File: config.mk
export PLATFORM = sky130hd
export DESIGN_NAME = tsm_rnd_source
export DESIGN_NICKNAME = d
export VERILOG_FILES = /design/src/rtl/tsm_rnd_source.sv
export SDC_FILE = /design/constraint.sdc
export NUM_CORES = 1
export LEC_CHECK = 0
export BUFFER_PORTS_ARGS = -buffer_cell sky130_fd_sc_hd__buf_4
export CAP_MARGIN = 20
export CELL_PAD_IN_SITES_DETAIL_PLACEMENT = 0
export CELL_PAD_IN_SITES_GLOBAL_PLACEMENT = 2
export CORE_ASPECT_RATIO = 0.9
export CORE_MARGIN = 2
export CORE_UTILIZATION = 30
export DETAILED_ROUTE_END_ITERATION = 8
export MAX_ROUTING_LAYER = met4
export PLACE_DENSITY_LB_ADDON = 0.12
export RECOVER_POWER = 50
export SLEW_MARGIN = 40
export SYNTH_ARGS = -nofsm -noshare
export SYNTH_HDL_FRONTEND = slang
export SYNTH_SLANG_ARGS = --single-unit
File: constraint.sdc
create_clock -name clk -period 4.2 [get_ports clk]
set_clock_uncertainty 0.15 [all_clocks]
set_input_delay 0 -clock clk [delete_from_list [all_inputs] [get_ports clk]]
set_output_delay 0 -clock clk [all_outputs]
set_load 0.01 [all_outputs]
File: src/rtl/tsm_rnd_source.sv
// Seeded masking-randomness source: 64-bit Fibonacci LFSR (x^64+x^63+x^61+x^60+1),
// advanced 19 steps per enabled cycle, loaded via a 16-bit serial seed port.
module tsm_rnd_source #(
    parameter int WARMUP = 8
) (
    input  logic        clk,
    input  logic        rst,
    input  logic [15:0] seed_word,
    input  logic        seed_valid,
    input  logic        en,
    output logic [18:0] PRNG,
    output logic        rnd_valid
);

    typedef enum logic [1:0] {
        IDLE,
        LOAD,
        WARM,
        RUN
    } state_t;

    localparam logic [7:0] WARM_LAST = 8'(WARMUP - 1);

    state_t      state;
    logic [63:0] s_p0;
    logic [1:0]  word_cnt;
    logic [7:0]  warm_cnt;
    logic [63:0] s_shift;

    // Nineteen LFSR steps unrolled into one combinational advance.
    function automatic logic [63:0] advance(input logic [63:0] s_in);
        logic [63:0] s_tmp;
        s_tmp = s_in;
        for (int i = 0; i < 19; i++) begin
            s_tmp = {s_tmp[62:0], s_tmp[63] ^ s_tmp[62] ^ s_tmp[60] ^ s_tmp[59]};
        end
        return s_tmp;
    endfunction

    assign s_shift = {s_p0[47:0], seed_word};

    always_ff @(posedge clk) begin
        if (rst) begin
            state     <= IDLE;
            s_p0      <= '0;
            word_cnt  <= '0;
            warm_cnt  <= '0;
            rnd_valid <= 1'b0;
        end else begin
            case (state)
                IDLE: begin
                    if (seed_valid) begin
                        s_p0     <= s_shift;
                        word_cnt <= 2'd1;
                        state    <= LOAD;
                    end
                end
                LOAD: begin
                    if (seed_valid) begin
                        if (word_cnt == 2'd3) begin
                            // An all-zero state would lock the LFSR; substitute 1.
                            s_p0     <= (s_shift == 64'h0) ? 64'h1 : s_shift;
                            word_cnt <= 2'd0;
                            warm_cnt <= 8'd0;
                            state    <= WARM;
                        end else begin
                            s_p0     <= s_shift;
                            word_cnt <= word_cnt + 2'd1;
                        end
                    end
                end
                WARM: begin
                    if (seed_valid) begin
                        s_p0     <= s_shift;
                        word_cnt <= 2'd1;
                        warm_cnt <= 8'd0;
                        state    <= LOAD;
                    end else begin
                        s_p0 <= advance(s_p0);
                        if (warm_cnt == WARM_LAST) begin
                            warm_cnt  <= 8'd0;
                            rnd_valid <= 1'b1;
                            state     <= RUN;
                        end else begin
                            warm_cnt <= warm_cnt + 8'd1;
                        end
                    end
                end
                RUN: begin
                    // A new seed takes priority over consumption.
                    if (seed_valid) begin
                        s_p0      <= s_shift;
                        word_cnt  <= 2'd1;
                        rnd_valid <= 1'b0;
                        state     <= LOAD;
                    end else if (en) begin
                        s_p0 <= advance(s_p0);
                    end
                end
                default: state <= IDLE;
            endcase
        end
    end

    assign PRNG = rnd_valid ? s_p0[18:0] : 19'h0;

endmodule

==> results.rst <==
.. list-table::
   :header-rows: 1

   * - Metric
     - Value
   * - Run status
     - finished with violations
   * - Violations in the final reports
     - capacitance limit, slew limit
   * - Y dimension of the die
     - 124 um
   * - Kind of cell adding the most delay to the critical path
     - buffers and inverters
   * - Share of final-layout standard cells stronger than drive strength 1
     - 16.2%
   * - Setup Fix Bufs, Post-CTS
     - 0
   * - Utilization after layout
     - between 30% and 40%
   * - CP startpoint
     - rst
   * - Area contributors post-synth
     - sky130_fd_sc_hd__dfxtp_1 (32%), sky130_fd_sc_hd__a2111oi_2 (13%), sky130_fd_sc_hd__a211oi_1 (6.8%)
   * - Site Rows
     - 43
   * - Highest clock frequency the design can meet
     - 296 MHz
   * - Horiz. Die Dim
     - 137 um
   * - First DRT Iteration DRCs
     - 279
   * - Root Driver
     - sky130_fd_sc_hd__clkbuf_16
   * - Total power
     - 4.35 mW
   * - Die area
     - about 17000 sq um
   * - Cell breakdown of the critical path
     - dlygate4sd3_1 -> clkbuf_2 -> clkbuf_1 -> a2111oi_0
   * - Distinct cells, synth
     - 43
   * - Post-route DRC
     - 0
   * - Crit path largest cell delay
     - 1760 ps
   * - Final worst path period share
     - between 80 and 90%
   * - Drt wl/cell
     - between 20 and 25 um
   * - Setup violation total in the final timing report
     - 0
   * - Count of flip-flops with a built-in enable after synthesis
     - 0
   * - Number of resized instances in the post-cts repair step
     - 0
   * - Weighted congestion at the end of routability-driven global placement
     - between 0.7 and 0.8
   * - Post-detailed-route count of antenna-violating nets
     - 0
   * - Total wire length after detailed routing
     - 16.3 mm
   * - Largest net degree at the start of global routing
     - 53
   * - Syn Area/Cell
     - 8.54 sq um
   * - Unrepaired setup endpoints after global routing
     - no
   * - Post-route setup TNS
     - 0 ps
   * - Most frequent cells in the layout
     - sky130_fd_sc_hd__nor2_1 (77), sky130_fd_sc_hd__dfxtp_1 (77), sky130_fd_sc_hd__nand2_1 (53)
   * - Clk Latency, worst-skew pair
     - 340 ps
   * - Via/cell ratio
     - ~5.4
   * - Total of flip-flops plus latches after synthesis
     - slightly below 80
   * - Setup WS pre-CTS
     - around 1100 ps
   * - Residual overflow from global routing
     - 0
   * - Count of mapped cells out of synthesis
     - 558
   * - Fin worst setup slack
     - 821 ps
   * - Origin of the worst min-delay path
     - seed_word[7]
   * - Diode count
     - 0
   * - Sum of buffers and inverters on the critical path
     - 3
   * - Transition time at the pin with the least slew margin
     - approximately 2400 ps
   * - Yosys top cell by area
     - sky130_fd_sc_hd__dfxtp_1
   * - Peak fanout along the critical path
     - 39
   * - Net total in the final layout
     - 613
   * - Global-route wire length before repair
     - around 26 mm
   * - Leakage power figure
     - 1.94 nW
   * - Count of final hold-check violations
     - 0
   * - Vias
     - 4276
   * - Area fraction of the dominant cell type after synthesis
     - 32.3%
   * - Final-report max-slew violation count
     - 36
   * - Starting density of the core
     - 30.8%
   * - Cell Area, Synth
     - 4770 sq um
   * - Max-slew headroom at the worst pin
     - -57.7%
   * - Clock edge transition at the registers on the reported setup and hold paths
     - 60 ps
   * - Synth Warn #
     - 0
   * - Number of iterations in the first detailed-routing pass
     - 5
   * - Hold Crit Class
     - in -> reg
   * - Ys flop type
     - sky130_fd_sc_hd__dfxtp_1
   * - Initial antenna violation count
     - 0
   * - DP Wirelength
     - 11.2 mm
   * - Core Box Area
     - roughly 15000 sq um
   * - Maxcap violations
     - 1
   * - Hold-fix buffers at CTS
     - 16
   * - Synth-to-Final Area Change
     - 18.7%
   * - Power density over cell area
     - 769 nW/um^2
   * - Data required time of the worst path
     - between 4000 and 5000 ps
   * - Largest vdd supply drop
     - 0.000325 V
   * - Post-Synthesis Net Count
     - 588
   * - Share of synthesized flip-flops with an asynchronous set or reset
     - 0%
   * - Category of the critical setup timing path
     - in -> reg
   * - Buffer depth of the longest clock path
     - 2
   * - Clock net sink count
     - 77
   * - Critical Path Start Type
     - primary input
   * - Origin of the critical flop-to-flop path
     - s_p0[8]
   * - Number of buffers added by the clock tree synthesis step
     - 9
   * - GRT Overall Usage
     - 20.8%
   * - CP max stage cell
     - sky130_fd_sc_hd__clkbuf_1
   * - Sequential element share of the synthesized area
     - 32.3%
   * - Hold_ws
     - 5.28 ps
   * - Number of global-route vias before repair
     - 4185
   * - Clock tree from TritonCTS
     - yes
   * - PortBufs
     - 39
   * - Filler Cell Count
     - 1626
   * - Worst Setup End Kind
     - register
   * - Shortest clock period the worst path allows after layout
     - 3380 ps
   * - Critical path data arrival time
     - 3330 ps
   * - Count of H-tree levels built during CTS
     - 3
   * - Number of ports placed on the die boundary
     - 40
[sequential cells by signal (all words and copies together), names as in the netlist]
| register | cells |
|---|---|
| s_p0 | 64 |
| warm_cnt | 8 |
| state | 2 |
| word_cnt | 2 |
| rnd_valid | 1 |
[worst reg2reg max path: stages (launching register included)]
cell                        delay, ps
sky130_fd_sc_hd__dfxtp_1          370
sky130_fd_sc_hd__nor4_1           780
sky130_fd_sc_hd__nand4_1          310
sky130_fd_sc_hd__nor4_1           610
sky130_fd_sc_hd__a21bo_2          260
sky130_fd_sc_hd__buf_12           320
sky130_fd_sc_hd__a2111oi_0        170
[worst paths after layout]
path	cells after the start	slack [ps]	to
worst max-delay path	4	820	s_p0[19]
worst min-delay path	4	5	s_p0[7]
worst max register to register	6	980	s_p0[19]
worst min register to register	2	330	word_cnt[1]
[Yosys cell counts (all sizes together), types with 2 or more instances]
cell type  count
xor2          19
nor3          18
nor4          13
dfxtp         77
a22oi         11
xnor2         29
ha            10
nand3          7
a2111oi       45
and2          19
nor4b          4
clkbuf        32
nand2         53
a211oi        43
nand4          7
o2bb2ai        3
nor2b          2
nand2b        19
inv            7
and3           5
buf           17
a221o          7
nor2          77
a21oi         13
o21ai         11
[routing by layer]
metal	vias up	share of wire [%]	GRT usage [%]
li1	2098	-	-
met2	107	41	29.3
met1	2057	53	30.4
met5	-	0	-
met3	14	4.9	4.35
met4	0	1.3	4.25
[kinds of logic after synthesis]
group | after synthesis | share of synthesized area [%]
buffers and inverters | 56 | 5.49
XOR/XNOR | 48 | 8.82
AND/OR/NAND/NOR | 227 | 22.8
flip-flops | 77 | 32.3
adder cells (fa/ha/maj) | 10 | 2.62
AO/OA/AOI/OAI | 140 | 27.9
[report_power, final]
part	internal, mW	total (mW)	switching, mW
registers	0.985	1.46	0.473
clock network	0.630	0.951	0.321
logic	0.806	1.94	1.14
total	2.42	4.35	1.93
[stage by stage]
stage / instances / instance area [sq um]
after floorplan: 558 / 4770
after global placement: 758 / 5190
after detailed placement: 758 / 5190
after CTS: 790 / 5710
after global routing: 790 / 5660
final: 790 / 5660
[layout make-up]
class / count / area (sq um) / area share (%)
clock buffer: 13 / 270 / 4.77
clock inverter: 3 / 90.1 / 1.59
inverter: 7 / 26.3 / 0.464
multi-input combinational: 425 / 2970 / 52.5
sequential: 77 / 1540 / 27.2
tap: 202 / 253 / 4.47
timing repair buffer: 63 / 507 / 8.95
Power figures use the tool's default switching activity.
